===== config.mk =====
export PLATFORM = sky130hd
export DESIGN_NAME = btn_conditioner
export DESIGN_NICKNAME = d
export VERILOG_FILES = /design/src/rtl/safecrack_pkg.sv /design/src/rtl/btn_debounce.sv /design/src/rtl/btn_conditioner.sv
export SDC_FILE = /design/constraint.sdc
export NUM_CORES = 1
export LEC_CHECK = 0
export ABC_CLOCK_PERIOD_IN_PS = 5050
export BUFFER_PORTS_ARGS = -buffer_cell sky130_fd_sc_hd__buf_2
export CORE_ASPECT_RATIO = 1.2
export CORE_MARGIN = 8
export CORE_UTILIZATION = 67
export DETAILED_ROUTE_END_ITERATION = 8
export GPL_TIMING_DRIVEN = 0
export PLACE_DENSITY = 0.85
export SLEW_MARGIN = 30
export SYNTH_ARGS = -nofsm -noshare
export SYNTH_HDL_FRONTEND = slang
export SYNTH_SLANG_ARGS = --single-unit

===== constraint.sdc =====
create_clock -name clk -period 5.05 [get_ports clk]
set_input_delay 0 -clock clk [delete_from_list [all_inputs] [get_ports clk]]
set_output_delay 0 -clock clk [all_outputs]
set_load 0.005 [all_outputs]

===== src/rtl/safecrack_pkg.sv =====
// Shared definitions for the safe-lock front end and lock FSM.
// BTN_IDLE is the "no event" code the lock FSM compares against.
package safecrack_pkg;

    localparam logic [3:0] BTN_IDLE = 4'b1111;

    typedef enum logic {
        IDLE,
        WAIT_REL
    } btn_evt_state_t;

    // Number of clocks a key level must hold before it is accepted.
    function automatic int unsigned deb_cycles(input int unsigned clk_hz,
                                               input int unsigned us);
        return (clk_hz / 32'd1_000_000) * us;
    endfunction

endpackage


===== src/rtl/btn_debounce.sv =====
// One key: two-flop synchroniser followed by a stable-time debounce counter.
// o_stable only follows the synchronised level after it has disagreed with
// the accepted level for DEB_CYCLES consecutive clocks.
module btn_debounce #(
    parameter int unsigned DEB_CYCLES = 8
) (
    input  logic i_clk,
    input  logic i_rst_n,
    input  logic i_raw,
    output logic o_stable
);

    localparam int unsigned CW = (DEB_CYCLES > 2) ? $clog2(DEB_CYCLES) : 1;
    localparam logic [CW-1:0] CNT_LAST = CW'(DEB_CYCLES - 1);

    logic          r_sync1;
    logic          r_sync2;
    logic          r_stable;
    logic [CW-1:0] r_cnt;

    // Bring the asynchronous key into the clock domain; idle (released) is 1.
    always_ff @(posedge i_clk or negedge i_rst_n) begin
        if (!i_rst_n) begin
            r_sync1 <= 1'b1;
            r_sync2 <= 1'b1;
        end else begin
            r_sync1 <= i_raw;
            r_sync2 <= r_sync1;
        end
    end

    // Count consecutive disagreeing clocks; any agreement restarts the count.
    always_ff @(posedge i_clk or negedge i_rst_n) begin
        if (!i_rst_n) begin
            r_stable <= 1'b1;
            r_cnt    <= '0;
        end else if (r_sync2 == r_stable) begin
            r_cnt <= '0;
        end else if (r_cnt == CNT_LAST) begin
            r_stable <= r_sync2;
            r_cnt    <= '0;
        end else begin
            r_cnt <= r_cnt + 1'b1;
        end
    end

    assign o_stable = r_stable;

endmodule


===== src/rtl/btn_conditioner.sv =====
// Key conditioner for the safe-lock FSM: debounces four active-low keys and
// emits a one-clock active-low one-hot code per press, rejecting chords and
// requiring full release between presses.
// Optional macro BTN_COND_PRESS_CNT_EN adds an 8-bit press_count output.
module btn_conditioner
    import safecrack_pkg::*;
#(
    parameter int unsigned CLK_HZ      = 50_000_000,
    parameter int unsigned DEBOUNCE_US = 20_000
) (
    input  logic       clk,
    input  logic       rst,
    input  logic [3:0] btn_raw,
    output logic [3:0] btn,
    output logic [3:0] btn_stable,
    output logic       multi_press
`ifdef BTN_COND_PRESS_CNT_EN
    ,
    output logic [7:0] press_count
`endif
);

    localparam int unsigned DEB_CYCLES = deb_cycles(CLK_HZ, DEBOUNCE_US);

    logic [3:0]     w_stable;
    logic [2:0]     w_zero_cnt;
    logic           w_one_key;
    logic           w_chord;

    btn_evt_state_t r_state;
    logic [3:0]     r_btn;
    logic           r_multi;
`ifdef BTN_COND_PRESS_CNT_EN
    logic [7:0]     r_press_cnt;
`endif

    for (genvar g = 0; g < 4; g++) begin : g_key
        btn_debounce #(
            .DEB_CYCLES(DEB_CYCLES)
        ) u_deb (
            .i_clk    (clk),
            .i_rst_n  (rst),
            .i_raw    (btn_raw[g]),
            .o_stable (w_stable[g])
        );
    end

    // Number of keys currently held down (debounced).
    always_comb begin
        w_zero_cnt = '0;
        for (int unsigned i = 0; i < 4; i++) begin
            w_zero_cnt = w_zero_cnt + {2'b00, ~w_stable[i]};
        end
    end

    assign w_one_key = (w_zero_cnt == 3'd1);
    assign w_chord   = (w_zero_cnt >= 3'd2);

    // Event FSM: one registered pulse per press, then wait for full release.
    always_ff @(posedge clk or negedge rst) begin
        if (!rst) begin
            r_state     <= IDLE;
            r_btn       <= BTN_IDLE;
            r_multi     <= 1'b0;
`ifdef BTN_COND_PRESS_CNT_EN
            r_press_cnt <= '0;
`endif
        end else begin
            r_btn   <= BTN_IDLE;
            r_multi <= 1'b0;
            case (r_state)
                IDLE: begin
                    if (w_one_key) begin
                        r_btn   <= w_stable;
                        r_state <= WAIT_REL;
`ifdef BTN_COND_PRESS_CNT_EN
                        r_press_cnt <= r_press_cnt + 8'd1;
`endif
                    end else if (w_chord) begin
                        r_multi <= 1'b1;
                        r_state <= WAIT_REL;
                    end
                end
                WAIT_REL: begin
                    if (w_stable == BTN_IDLE) begin
                        r_state <= IDLE;
                    end
                end
                default: r_state <= IDLE;
            endcase
        end
    end

    assign btn         = r_btn;
    assign btn_stable  = w_stable;
    assign multi_press = r_multi;
`ifdef BTN_COND_PRESS_CNT_EN
    assign press_count = r_press_cnt;
`endif

endmodule

After elaboration in Yosys (flattened, before gate mapping):

Cells that the tools add are included.
Widths: inputs -> output; s select.

* output and inout port bits: 9
* register bits after elaboration: 98
* input port bits: 6
* word-level logic and storage cells: 66

* bitwise operators: 9
* mux-type cells: 16
* reductions and logical operators: 4
* $lt $le $gt $ge: 1
* eq/ne operators: 10
* $add $sub $neg: 7

Operators by type and width (count)
* $mux 20: 8
* $add 20x1->20 const B: 4
* $eq 20x20->1 const B: 4
* $not 1->1: 9
* $mux 4: 2
* $reduce_and 2->1: 4
* $mux 1: 5
* $eq 1x1->1: 4
* $eq 4x4->1 const B: 1
* $add 2x1->3: 1
* $add 3x1->3: 1
* $eq 3x1->1 const B: 1
* $ge 3x2->1 const B: 1
* $add 1x1->2: 1
* $pmux 1 s2: 1

Depth between registers and ports, before layout:

Gate-level depths: netlist of run 1.

* depth in word-level cells: 8
* mapped depth: 9
* depth with buffers taken out: 9

Hierarchy:

From an unflattened synthesis of run 1, not the netlist that was laid out.

* cell total of the unflattened synthesis: 460
* area, all modules: 4808.4 um2

Modules (own cells, without submodules)
* btn_debounce: area an instance 1118.6 um2, cells an instance 108, times used 4, seq. area each 579.3 um2
* btn_conditioner: area an instance 334.1 um2, cells an instance 28, times used 1, seq. area each 155.1 um2

Worst setup path after synthesis of run 1:

OpenSTA, ideal clock, no wires.

* path type: register to register
* from: register g_key[0].u_deb.r_stable
* to: register r_btn[2] (netlist: btn[2])
* arrival: 2.128 ns
* path slack: 2.826 ns
* path buffers: 0
* data required time: 4.954 ns
* period minus slack after synthesis: 2.224 ns
* setup time: 0.096 ns
* stages on the path, launching flop included: 8
* cells stage by stage: dfstp_2 -> fa_1 -> inv_1 -> ha_1 -> inv_1 -> ha_1 -> nor4b_1 -> nand2_1

* word-level cells in the longest chain between the ends: 7

Ends and longest elaborated chain
* start: declaration: line btn_debounce.sv:18 `logic r_stable;`
* start signal: assignment: line btn_debounce.sv:40 `r_stable <= r_sync2;`
* $not 1->1: line btn_conditioner.sv:52 `w_zero_cnt = w_zero_cnt + {2'b00, ~w_stable[i]};`
* $add 1x1->2: line btn_conditioner.sv:52
* $add 2x1->3: line btn_conditioner.sv:52
* $add 3x1->3: line btn_conditioner.sv:52
* $eq 3x1->1: line btn_conditioner.sv:56 `assign w_one_key = (w_zero_cnt == 3'd1);`
* $mux 4: line btn_conditioner.sv:73 `if (w_one_key) begin`
* $mux 4: line btn_conditioner.sv:71 `case (r_state)`
* end signal: assignment: line btn_conditioner.sv:74 `r_btn <= w_stable;`
* end: declaration: line btn_conditioner.sv:31 `logic [3:0] r_btn;`

Every way passes these cells.
A chain may end at the register's enable or synchronous reset.

Final worst setup path of run 1:

* from: register g_key[0].u_deb.r_stable
* to: register r_btn[1] (netlist: btn[1])

Same word-level chain as after synthesis.

==> results.txt, run 1 <==
- Run status: complete, no violations
* Combinational share of power: slightly below 4%
- Total net switching power: a little over 300 uW
- Relative to the synthesized area, the layout overhead comes to 9.59%.
- Setup repair after global routing missed its margin: no
- Most used flip-flop cell after synthesis: sky130_fd_sc_hd__dfrtp_1
- Delay-heaviest family, CP: adder cells
- Subtracting the final worst setup slack from the clock period gives 2.56 ns.
* Data required time at the worst endpoint: about 5.3 ns
- Along the worst path, the maximum fanout reaches 6.
- Fraction of layout cells with a size suffix above 1: between 10% and 20%
* Syn Area/Cell: around 10 um2
- Vias per std cell: about 5.9
- Max frequency: just under 400 MHz
- The path class of the tightest hold or removal check is primary input to asynchronous set/reset pin.
* Clk slew on worst S/H paths: roughly 0.09 ns
* Effective utilization at floorplan: between 60 and 70%
* Number of enable flip-flop cells after synthesis: 0
- Sum of routed wire length over all layers: just under 9000 um
- Final net count: between 500 and 600
- The final max-slew violation count was 0.
* Number of detailed-route iterations in the first pass: 4
- Estimated wirelength of the detail-placed design: ~6000 um
- Detailed routing inserted a total of 3500 vias.
- Summed over all layers, the global routing overflow is 0.
* Number of buffers and inverters on the critical path: 2
- Port Buf Inserts: 14
- Worst hold margin: 0.147 ns
- Critical Path Start Type: register
- The detail route stage leaves a number of antenna-violating nets equal to 0.
- CTS tree: done
* Diode count: 0
- Sequential cells were found to cover a little over half of the synthesized design area.
* Maximum count of clock buffers along a single path: 2
- In this run the cell area of the synthesized design comes to around 4700 um2.
* Worst setup slack after layout: between 2 and 2.5 ns
- Setup violations remaining at the end of the flow were counted as 0.
- The clock reaches the later pin of the worst-skew pair after about 0.36 ns.
- Cell internal power was estimated by the tool at 1.04 mW.
* Flop pwr share: 60.3%
- Once placement finished, the instance area stood at just under 5000 um2.
* Maximum number of pins on one net before global-route repair: 54
* Warnings from Yosys: 0
* H-tree depth reported by CTS: 3
- The number of global-route vias before repair was 3450.
- Sum of negative setup slack: 0 ns
* Number of core rows: 33
- For this design the static power due to leakage is approximately 2.1 nW.
- DIE HEIGHT: 108 um
* Placement Setup Slack: 2.48 ns
* Count of distinct cell types in the synthesized netlist: between 40 and 50
* Cell at the root of the clock tree: sky130_fd_sc_hd__clkbuf_8
- Worst-path cell chain: fa_1 > inv_1 > ha_1 > inv_1 > ha_1 > nor4b_1 > nand2b_1
- In the final routed layout, each cell accounts on average for 14.9 um.
- The floorplan step set the die width to 92.7 um.
* Detailed router's first-iteration violation count: 120
- Sinks on Clock Net: just under 100
- In this run the standard cell core region covers 6850 um2.
- Design area: approximately 5200 um2
- Once layout is complete, the utilization of the core stands at roughly 76%.
- The setup path with the least slack is of type register to register.
- Number of setup buffers added after CTS: 0
* Total DRC errors in the routed layout: 0
* Arrival time of data at the critical path endpoint: approximately 2.8 ns
* TritonCTS Buffers: 9
- Number of standard cells in the layout, taps in and fillers out: about 600
- The design draws about 1.3 mW.
- Number of primary I/O pins: 15
- Last weighted congestion value of the routability-driven placer: around 0.83
- Total global-route track usage: 18.7%
- The tool flagged a number of max-cap violations equal to 0.
* Number of antenna violations at the first check in global routing: 0
- FFs w/ async S/R, synth: between 90% and 100%
- Instance count of the mapped netlist: around 470
- For the pin with the worst max-slew slack, the measured transition is roughly 0.76 ns.
* Final Hold Fails: 0
- Total nets after synthesis: a little under 500
- Power density over cell area: around 260 nW/um2
- Global-route wire length before repair: about 15000 um
* Placed Instances: 569
- Fraction of power spent switching nets: a little under a quarter
* Clock tree skew after final layout: roughly 0.012 ns
- Fraction of the cycle the final worst path needs: between 50 and 60%
- VDD IR-drop max: approximately 0.21 mV
* Part of the total power dissipated in the clock network: about 36%
* Total die area: 10000 um2
- Crit path max-delay cell type: sky130_fd_sc_hd__nor4b_1
* Slew HR: slightly below 50%
- The worst setup path is captured at a register.
- For this run, the slowest stage of the critical path takes ~0.7 ns.
* Flip-flop and latch count after synthesis: between 90 and 100
sequential cells by signal, summed over array words and instances, names as in the netlist:
register / count
btn: 4
g_key.u_deb.r_sync2: 4
multi_press: 1
g_key.u_deb.r_sync1: 4
g_key.u_deb.o_stable: 4
r_state: 1
g_key.u_deb.r_cnt: 80
logic make-up after synthesis:
| family | synth area share (%) |
|---|---|
| buffers and inverters | 3.25 |
| flip-flops | 52.2 |
| XOR/XNOR | 9.99 |
| AND/OR/NAND/NOR | 24.1 |
| multiplexers | 0.951 |
| adder cells (fa/ha/maj) | 2.54 |
| AO/OA/AOI/OAI | 6.92 |
Yosys cell counts, types with 3 or more instances:
cell type,instances,area share [%]
sky130_fd_sc_hd__mux2_2,4,0.95
sky130_fd_sc_hd__o31ai_1,7,1.1
sky130_fd_sc_hd__and3_1,5,0.66
sky130_fd_sc_hd__nor4_1,11,1.5
sky130_fd_sc_hd__ha_1,8,2.1
sky130_fd_sc_hd__buf_4,4,0.63
sky130_fd_sc_hd__o21ai_0,18,1.9
sky130_fd_sc_hd__nand3_1,25,2.6
sky130_fd_sc_hd__nand4_1,19,2.5
sky130_fd_sc_hd__dfstp_2,16,8.9
sky130_fd_sc_hd__nor3_1,11,1.2
sky130_fd_sc_hd__nand2_1,22,1.7
sky130_fd_sc_hd__and4_1,5,0.92
sky130_fd_sc_hd__xnor2_1,30,5.5
sky130_fd_sc_hd__inv_1,21,1.7
sky130_fd_sc_hd__a21oi_1,24,2.5
sky130_fd_sc_hd__nand2b_1,4,0.53
sky130_fd_sc_hd__clkbuf_1,4,0.32
sky130_fd_sc_hd__and2_1,4,0.53
sky130_fd_sc_hd__buf_2,6,0.63
sky130_fd_sc_hd__a31o_2,3,0.56
sky130_fd_sc_hd__dfrtp_1,82,43
sky130_fd_sc_hd__or4_1,10,1.6
sky130_fd_sc_hd__xor2_1,24,4.4
sky130_fd_sc_hd__or3_1,13,1.7
sky130_fd_sc_hd__nor2_1,65,5.2
path summary, 6_finish.rpt:
path / start / slack, ns / end / depth (start not counted)
worst max-delay path: g_key[0].u_deb.o_stable$_DFFE_PN1P_ / 2.49 / btn[1]$_DFF_PN1_ / 7
worst min-delay path: rst / 0.15 / g_key[0].u_deb.r_cnt[12]$_DFF_PN0_ / 2
worst max register to register: g_key[0].u_deb.o_stable$_DFFE_PN1P_ / 2.49 / btn[1]$_DFF_PN1_ / 7
worst min register to register: g_key[3].u_deb.r_sync1$_DFF_PN1_ / 0.36 / g_key[3].u_deb.r_sync2$_DFF_PN1_ / 0
max in group asynchronous: rst / 4.26 / g_key[1].u_deb.r_sync2$_DFF_PN1_ / 3
min in group clk: btn_raw[0] / 0.29 / g_key[0].u_deb.r_sync1$_DFF_PN1_ / 2
worst reg2reg max path: cells and delay by family, from the launching register on:
family        cells  cell delay, ns
fa+ha+maj         3            0.92
buf+inv           2            0.12
flops             1            0.61
simple gates      2            0.82
placed cells by master, fill, tap and decap left out, types with 5 or more instances in the layout:
cell,Yosys,final
sky130_fd_sc_hd__clkbuf_8,0,12
sky130_fd_sc_hd__a21oi_1,24,24
sky130_fd_sc_hd__o31ai_1,7,7
sky130_fd_sc_hd__nor2_1,65,65
sky130_fd_sc_hd__inv_1,21,21
sky130_fd_sc_hd__nor4_1,11,11
sky130_fd_sc_hd__and3_1,5,5
sky130_fd_sc_hd__xnor2_1,30,30
sky130_fd_sc_hd__or4_1,10,10
sky130_fd_sc_hd__xor2_1,24,24
sky130_fd_sc_hd__buf_2,6,19
sky130_fd_sc_hd__o21ai_0,18,18
sky130_fd_sc_hd__and4_1,5,5
sky130_fd_sc_hd__nand2_1,22,22
sky130_fd_sc_hd__dfrtp_1,82,82
sky130_fd_sc_hd__nor3_1,11,11
sky130_fd_sc_hd__or3_1,13,13
sky130_fd_sc_hd__nand4_1,19,19
sky130_fd_sc_hd__ha_1,8,8
sky130_fd_sc_hd__nand3_1,25,25
sky130_fd_sc_hd__dlygate4sd3_1,0,5
sky130_fd_sc_hd__dfstp_2,16,16
sky130_fd_sc_hd__clkbuf_1,4,5
metal layers:
metal | vias up | wire [um] | track usage (%)
met1 | 1716 | 3920 | 23.2
met4 | 0 | 153 | 8.54
met5 | - | 0 | 0
met3 | 14 | 306 | 2.98
li1 | 1707 | - | -
met2 | 63 | 4420 | 31.7
area by class of cell:
type | count | area [um2]
inverter | 21 | 78.8
timing repair buffer | 20 | 154
clock inverter | 3 | 22.5
buffer | 14 | 75.1
multi-input combinational | 334 | 2110
sequential | 98 | 2470
tap | 87 | 109
fill | 454 | 1670
clock buffer | 13 | 169
power by group through the flow:
stage | clock network (mW) | logic (mW) | registers (mW)
2_1_floorplan | 0 | 0.0236 | 0.821
3_3_place_gp | 0 | 0.0456 | 0.822
3_5_place_dp | 0 | 0.0511 | 0.823
4_1_cts | 0.488 | 0.0545 | 0.808
5_1_grt | 0.515 | 0.0619 | 0.810
6_report | 0.479 | 0.0525 | 0.808
repair_timing:
item,4_1_cts,5_1_grt
hold buffers,5,0
endpoints found under the setup margin,0,0
endpoints found under the hold margin,80,0
gates resized for setup,0,0
Power figures use the tool's default switching activity.
==> inputs of run 2 (changes only) <==
--- a/config.mk
+++ b/config.mk
@@ -5,14 +5,14 @@
 export SDC_FILE = /design/constraint.sdc
 export NUM_CORES = 1
 export LEC_CHECK = 0
-export ABC_CLOCK_PERIOD_IN_PS = 5050
+export ABC_CLOCK_PERIOD_IN_PS = 2550
 export BUFFER_PORTS_ARGS = -buffer_cell sky130_fd_sc_hd__buf_2
 export CORE_ASPECT_RATIO = 1.2
 export CORE_MARGIN = 8
-export CORE_UTILIZATION = 67
+export CORE_UTILIZATION = 62
 export DETAILED_ROUTE_END_ITERATION = 8
 export GPL_TIMING_DRIVEN = 0
-export PLACE_DENSITY = 0.85
+export PLACE_DENSITY = 0.8
 export SLEW_MARGIN = 30
 export SYNTH_ARGS = -nofsm -noshare
 export SYNTH_HDL_FRONTEND = slang
==> constraint.sdc (replaced) <==
create_clock -name clk -period 2.55 [get_ports clk]
set_input_delay 0 -clock clk [delete_from_list [all_inputs] [get_ports clk]]
set_output_delay 0 -clock clk [all_outputs]
set_load 0.005 [all_outputs]
==> results.txt, run 2 (synthesized netlist as in run 1, its figures left out) <==
- Run status: complete, no violations (unchanged)
- Type of the tightest min-delay check: primary input to asynchronous set/reset pin (unchanged)
* Clock latency on the worst-skew pair: 0.36 ns (about the same)
* Estimated wirelength of the detail-placed design: 6020 um (was 6000 um)
* DP Area: 4950 um2 (about the same)
- The layout cell share with drive strength beyond 1 was 15.3% (was 14.9%).
* Post-route antenna net violation count: 0 (unchanged)
- The setup total negative slack is 0 ns (unchanged).
- The area of the die came to 10700 um2 (was 10000 um2).
- Number of standard cells in the layout, taps in and fillers out: 595 (was 590)
* Arrival time of data at the critical path endpoint: 2.59 ns (was 2.83 ns)
- Maximum count of clock buffers along a single path: 2 (unchanged)
- The kind of capture point of the worst setup path was a register (unchanged).
* Design area: 5250 um2 (was 5190 um2)
- The clock-pin slew reported for the worst setup and hold paths after clock tree synthesis is 0.09 ns (about the same).
- The number of antenna violations at the first check in global routing came to 0 (unchanged).
- The delay of the slowest cell on the worst path was 0.61 ns (was 0.70 ns).
- The worst clock skew was 0.0131 ns (was 0.0118 ns).
- The final net count came to 513 (unchanged).
- Diode count: 0 (unchanged)
- Effective utilization at floorplan: 62.9% (was 69.1%)
* Placed Instances: 574 (was 569)
- The overall routing resource usage was 17.3% (was 18.7%).
- Delay-heaviest family, CP: adder cells (unchanged)
- Actual slew at the worst max-slew pin: 0.569 ns (was 0.759 ns)
- Port Buf Inserts: 14 (unchanged)
- The flip-flop count of the largest register after layout was 80 (unchanged).
- Fraction of the cycle the final worst path needs: 90.5% (was 50.7%)
- The global placer's final weighted congestion is 0.806 (was 0.830).
* Number of primary I/O pins: 15 (unchanged)
- Critical Path Start Type: register (unchanged)
- Maximum number of pins on one net before global-route repair: 70 (was 54)
- Most common cell after layout, fill and taps aside: sky130_fd_sc_hd__dfrtp_1 (unchanged)
* Sinks on Clock Net: 98 (unchanged)
* Number of max-slew violations in the final report: 0 (unchanged)
* Final setup violation count: 0 (unchanged)
* CP max FO: 6 (unchanged)
- Setup repair after global routing missed its margin: no (unchanged)
* Final Hold Fails: 0 (unchanged)
- Max Cap Violations: 0 (unchanged)
- The layout overhead on the synthesized area came to 10.8% (was 9.59%).
- Number of detailed-route iterations in the first pass: 4 (unchanged)
* Total DRC errors in the routed layout: 0 (unchanged)
- The register with the most flip-flops is g_key.u_deb.r_cnt (unchanged).
- The first-pass GRT wire length came to 14900 um (was 15400 um).
* Power density over cell area: 545 nW/um2 (was 258 nW/um2)
* VDD IR-drop max: 0.372 mV (was 0.210 mV)
- Slew HR: 61.7% (was 48.7%)
- Max frequency: 433 MHz (was 391 MHz)
- Vias per std cell: 5.83 (was 5.93)
* Number of global-route vias before repair: 3388 (was 3450)
- The sum of buffers and inverters on the critical path came to 2 (unchanged).
- The minimum clock period after layout is 2.31 ns (was 2.56 ns).
- Highest-count cells in the layout ignoring fill and taps: 82 x sky130_fd_sc_hd__dfrtp_1, 65 x sky130_fd_sc_hd__nor2_1, 30 x sky130_fd_sc_hd__xnor2_1, 25 x sky130_fd_sc_hd__nand3_1 (unchanged)
- Width of the die: 95.8 um (was 92.7 um)
- Placeable Area: 7530 um2 (was 6850 um2)
- Crit path max-delay cell type: sky130_fd_sc_hd__dfstp_2 (was sky130_fd_sc_hd__nor4b_1)
- CTS tree: done (unchanged)
- The total via count after detailed routing is 3470 (was 3500).
- The startpoint-to-endpoint class of the critical path is register to register (unchanged).
* Static leakage: 2.13 nW (was 2.10 nW)
- Detailed router's first-iteration violation count: 112 (was 120)
* Routed wire per std cell: 14.4 um (was 14.9 um)
* GRT Residual Overflow: 0 (unchanged)
- The required time reported for the critical path endpoint came to 2.83 ns (was 5.32 ns).
* DIE HEIGHT: 112 um (was 108 um)
* Sum of routed wire length over all layers: 8590 um (was 8800 um)
- TritonCTS Buffers: 9 (unchanged)
- Worst-path cell chain: fa_1 > inv_1 > ha_1 > inv_1 > ha_1 > nor4b_2 > nand2b_1 (was fa_1 > inv_1 > ha_1 > inv_1 > ha_1 > nor4b_1 > nand2b_1)
- The count of standard-cell rows is 35 (was 33).
* H-tree depth reported by CTS: 3 (unchanged)
* Cell at the root of the clock tree: sky130_fd_sc_hd__clkbuf_8 (unchanged)
## run 2: changes by cell type in the layout (fill, tap and decap cells not counted)
cell,delta
sky130_fd_sc_hd__clkbuf_1,-1
sky130_fd_sc_hd__bufinv_16,+2
sky130_fd_sc_hd__clkinvlp_4,-2
sky130_fd_sc_hd__nor4b_2,+1
sky130_fd_sc_hd__nor4b_1,-1
sky130_fd_sc_hd__clkinv_2,+1
## run 2: final timing paths
kind,startpoint,end,slack [ns],depth (start not counted)
worst max-delay path,g_key[0].u_deb.o_stable$_DFFE_PN1P_,btn[0]$_DFF_PN1_,0.24,7
worst min-delay path,rst,g_key[0].u_deb.r_cnt[13]$_DFF_PN0_,0.07,2
worst max register to register,g_key[0].u_deb.o_stable$_DFFE_PN1P_,btn[0]$_DFF_PN1_,0.24,7
worst min register to register,g_key[2].u_deb.r_sync1$_DFF_PN1_,g_key[2].u_deb.r_sync2$_DFF_PN1_,0.36,0
max in group asynchronous,rst,g_key[2].u_deb.r_sync1$_DFF_PN1_,1.82,3
min in group clk,btn_raw[1],g_key[1].u_deb.r_sync1$_DFF_PN1_,0.28,2
## run 2: timing repair
action,4_1_cts,5_1_grt
endpoints found under the hold margin,92,0
resized for setup,1,0
setup endpoints to repair,1,0
buffers inserted,0,0
hold buffers,5,0
## run 2: power by group
part	switching [mW]	internal, mW
logic	0.0678	0.0343
registers	0.0196	1.58
clock network	0.524	0.631
total	0.611	2.25
## run 2: area by class of cell
| type | instances | area (um2) |
|---|---|---|
| Buffer | 14 | 75.1 |
| Clock buffer | 12 | 165 |
| Clock inverter | 4 | 72.6 |
| Fill cell | 580 | 2280 |
| Inverter | 21 | 78.8 |
| Multi-Input combinational cell | 334 | 2110 |
| Sequential cell | 98 | 2470 |
| Tap cell | 92 | 115 |
| Timing Repair Buffer | 20 | 154 |
## run 2: per-stage QoR
step / hold WS (ns) / worst slack [ns] / power, mW / utilization [%]
floorplan: -0.296 / 0.326 / 1.67 / -
global placement: 0.105 / 0.122 / 1.72 / 65.3
detailed placement: -0.104 / 0.00266 / 1.73 / 65.8
CTS: 0.0581 / 0.230 / 2.90 / 69.7
global route: 0.0718 / 0.0782 / 2.97 / 69.7
finish: 0.0662 / 0.243 / 2.86 / 69.7
## run 2: routing by layer
metal / track usage (%) / vias up / part of all wire (%)
met3: 3.90 / 15 / 3.3
met2: 28.1 / 48 / 50
met4: 7.91 / 0 / 1.9
met5: 0 / - / 0
li1: - / 1707 / -
met1: 21.2 / 1700 / 45
==> inputs of run 3 (changes only) <==
--- a/config.mk
+++ b/config.mk
@@ -7,11 +7,13 @@
 export LEC_CHECK = 0
 export ABC_CLOCK_PERIOD_IN_PS = 2550
 export BUFFER_PORTS_ARGS = -buffer_cell sky130_fd_sc_hd__buf_2
-export CORE_ASPECT_RATIO = 1.2
+export CORE_ASPECT_RATIO = 2
 export CORE_MARGIN = 8
 export CORE_UTILIZATION = 62
+export CTS_CLUSTER_SIZE = 14
 export DETAILED_ROUTE_END_ITERATION = 8
 export GPL_TIMING_DRIVEN = 0
+export MAX_ROUTING_LAYER = met4
 export PLACE_DENSITY = 0.8
 export SLEW_MARGIN = 30
 export SYNTH_ARGS = -nofsm -noshare
==> results.txt, run 3 (synthesized netlist as in run 1, its figures left out) <==
* DIE HEIGHT: 140 um (was 112 um)
- The met2 track utilization from global routing was 27.0% (was 28.1%).
- Power density over cell area: 607 nW/um2 (was 545 nW/um2)
* CP max FO: 10 (was 6)
- The clock-pin slew reported for the worst setup and hold paths after clock tree synthesis was 0.07 ns (was 0.09 ns).
* Met3 track utilization from global routing: 4.13% (was 3.90%)
- The source-to-sink clock delay at the later pin of the worst-skew pair is 0.35 ns (was 0.36 ns).
- Number of core rows: 45 (was 35)
- The pin count of the biggest net entering global routing was 62 (was 70).
- Largest register by flop count: g_key.u_deb.r_cnt (unchanged)
- Last weighted congestion value of the routability-driven placer: 0.829 (was 0.806)
* Effective utilization at floorplan: 63.2% (was 62.9%)
- Fraction of layout cells with a size suffix above 1: 15.3% (unchanged)
- The setup total negative slack is 0 ns (unchanged).
- Run status: complete, no violations (unchanged)
* Number of fill cells in the layout: 541 (was 580)
- Max Cap Violations: 0 (unchanged)
- Estimated wirelength of the detail-placed design: 5840 um (was 6020 um)
* Diode count: 0 (unchanged)
- The iteration-0 DRC count of the detailed router came to 150 (was 112).
- The flip-flop count of the largest register after layout was 80 (unchanged).
- Fraction of power spent switching nets: 20.1% (was 21.4%)
- Fraction of the cycle the final worst path needs: 90.4% (was 90.5%)
* Internal power: 2.60 mW (was 2.25 mW)
- Number of setup buffers added after CTS: 0 (unchanged)
- Most common cell after layout, fill and taps aside: sky130_fd_sc_hd__dfrtp_1 (unchanged)
- Post-route antenna net violation count: 0 (unchanged)
* Routed wire per std cell: 14.5 um (was 14.4 um)
- Global-route wire length before repair: 15100 um (was 14900 um)
* Slew HR: 62.5% (was 61.7%)
- The number of buffers added on ports came to 14 (unchanged).
* Number of global-route vias before repair: 3349 (was 3388)
- CTS tree: done (unchanged)
- Total die area: 10900 um2 (was 10700 um2)
* Flop pwr share: 49.2% (was 56.0%)
* Cell at the root of the clock tree: sky130_fd_sc_hd__clkbuf_16 (was sky130_fd_sc_hd__clkbuf_8)
* Final Hold Fails: 0 (unchanged)
- The proportion of power drawn by the clock network was 47.7% (was 40.4%).
- Setup repair after global routing missed its margin: no (unchanged).
* Data required time at the worst endpoint: 2.78 ns (was 2.83 ns)
- The total CTS buffers was 9 (unchanged).
- Number of max-slew violations in the final report: 0 (unchanged)
- Layout-stage area growth over the synthesis result: 13.3% (was 10.8%)
- The worst clock skew came to 0.0105 ns (was 0.0131 ns).
* Combinational share of power: 3.1% (was 3.6%)
- The final net count came to 513 (unchanged).
- The number of search-and-repair iterations in the first detailed-routing pass came to 4 (unchanged).
- The data arrival at the endpoint of the critical path was 2.53 ns (was 2.59 ns).
- Total global-route track usage: 17.4% (was 17.3%)
* VDD IR-drop max: 0.526 mV (was 0.372 mV)
* Number of primary I/O pins: 15 (unchanged)
- The class of the most critical hold timing path was primary input to asynchronous set/reset pin (unchanged).
- Min Tclk post-route: 2.31 ns (about the same)
- The vias per cell is 5.71 (was 5.83).
* Total DRC errors in the routed layout: 0 (unchanged)
* Number of antenna violations at the first check in global routing: 0 (unchanged)
- The kind of capture point of the worst setup path was a register (unchanged).
- Type of the worst setup path: register to register (unchanged)
- The kind of launch point of the worst setup path is a register (unchanged).
- The pin slew with the least headroom to its limit came to 0.557 ns (was 0.569 ns).
- Sinks on Clock Net: 98 (unchanged)
* Sum of routed wire length over all layers: 8650 um (was 8590 um)
- Most Used Layer, Global Route: met2 (unchanged)
- Total via count in the routed design: 3407 (was 3470)
* Width of the die: 77.8 um (was 95.8 um)
* Highest-count cells in the layout ignoring fill and taps: 82 x sky130_fd_sc_hd__dfrtp_1, 65 x sky130_fd_sc_hd__nor2_1, 30 x sky130_fd_sc_hd__xnor2_1, 25 x sky130_fd_sc_hd__nand3_1 (unchanged)
- Met1 track demand over resource: 21.1% (was 21.2%)
- Placeable Area: 7490 um2 (was 7530 um2)
* Final setup violation count: 0 (unchanged)
- Maximum count of clock buffers along a single path: 2 (unchanged)
* Total net switching power: 655 uW (was 611 uW)
- Final core utilization: 71.6% (was 69.7%)
- Static leakage: 2.18 nW (was 2.13 nW)
- The achievable clock frequency is 434 MHz (was 433 MHz).
- The level count of the clock H-tree was 3 (unchanged).
- The global route total overflow was 0 (unchanged).
## run 3: cell count changes in the layout (fill, tap and decap cells not counted), sizes merged
cell / delta
inv: +1
clkbuf: -2
bufinv: +1
## run 3: final cells by class
class | instances | area [um2] | area share, %
inverters | 21 | 78.8 | 1.47
repair buffers | 20 | 154 | 2.87
well taps | 94 | 118 | 2.19
flip-flops and latches | 98 | 2470 | 46.1
clock inverters | 6 | 111 | 2.08
clock buffers | 10 | 239 | 4.46
plain buffers | 14 | 75.1 | 1.40
multi-input cells | 334 | 2110 | 39.4
## run 3: path summary, 6_finish.rpt
kind	depth (start not counted)	slack [ns]	from	endpoint
min in group clk	2	0.30	btn_raw[2]	g_key[2].u_deb.r_sync1$_DFF_PN1_
worst min register to register	0	0.36	g_key[2].u_deb.r_sync1$_DFF_PN1_	g_key[2].u_deb.r_sync2$_DFF_PN1_
worst max-delay path	6	0.24	g_key[2].u_deb.r_cnt[0]$_DFF_PN0_	g_key[2].u_deb.r_cnt[14]$_DFF_PN0_
worst max register to register	6	0.24	g_key[2].u_deb.r_cnt[0]$_DFF_PN0_	g_key[2].u_deb.r_cnt[14]$_DFF_PN0_
max in group asynchronous	3	1.78	rst	g_key[2].u_deb.o_stable$_DFFE_PN1P_
worst min-delay path	2	0.11	rst	g_key[0].u_deb.r_cnt[18]$_DFF_PN0_
## run 3: through the flow
| step | setup slack [ns] | cells | area (um2) | hold slack (ns) | power, mW |
|---|---|---|---|---|---|
| after floorplan | 0.326 | 467 | 4730 | -0.296 | 1.67 |
| after global placement | 0.111 | 575 | 4920 | 0.105 | 1.72 |
| after detailed placement | 0.122 | 576 | 4960 | -0.0831 | 1.73 |
| after CTS | 0.0974 | 597 | 5360 | 0.114 | 3.30 |
| after global routing | 0.0801 | 597 | 5360 | 0.158 | 3.36 |
| final | 0.245 | 597 | 5360 | 0.113 | 3.26 |
## run 3: worst max-delay path, cell delays in order (launching register included)
cell                      delay [ns]
sky130_fd_sc_hd__dfrtp_1        0.41
sky130_fd_sc_hd__ha_1           0.22
sky130_fd_sc_hd__nand3_1        0.27
sky130_fd_sc_hd__or2_2          0.43
sky130_fd_sc_hd__o31ai_4        0.47
sky130_fd_sc_hd__buf_2          0.31
sky130_fd_sc_hd__nor2_1         0.08
## run 3: layer usage
metal,share of wire [%],up-vias
li1,-,1707
met1,44,1632
met2,51,50
met3,3.1,18
met4,2.1,0
met5,0,-
## run 3: power groups by stage
stage / logic [mW] / registers, mW / clock network [mW]
floorplan: 0.0468 / 1.63 / 0
detailed placement: 0.100 / 1.63 / 0
global placement: 0.0909 / 1.63 / 0
global route: 0.118 / 1.60 / 1.64
CTS: 0.106 / 1.60 / 1.59
finish: 0.102 / 1.60 / 1.55
## run 3: repair_timing
| action | 4_1_cts | 5_1_grt |
|---|---|---|
| endpoints found under the setup margin | 0 | 4 |
| endpoints found under the hold margin | 89 | 0 |
| hold buffers | 5 | 0 |
| resized for setup | 0 | 1 |
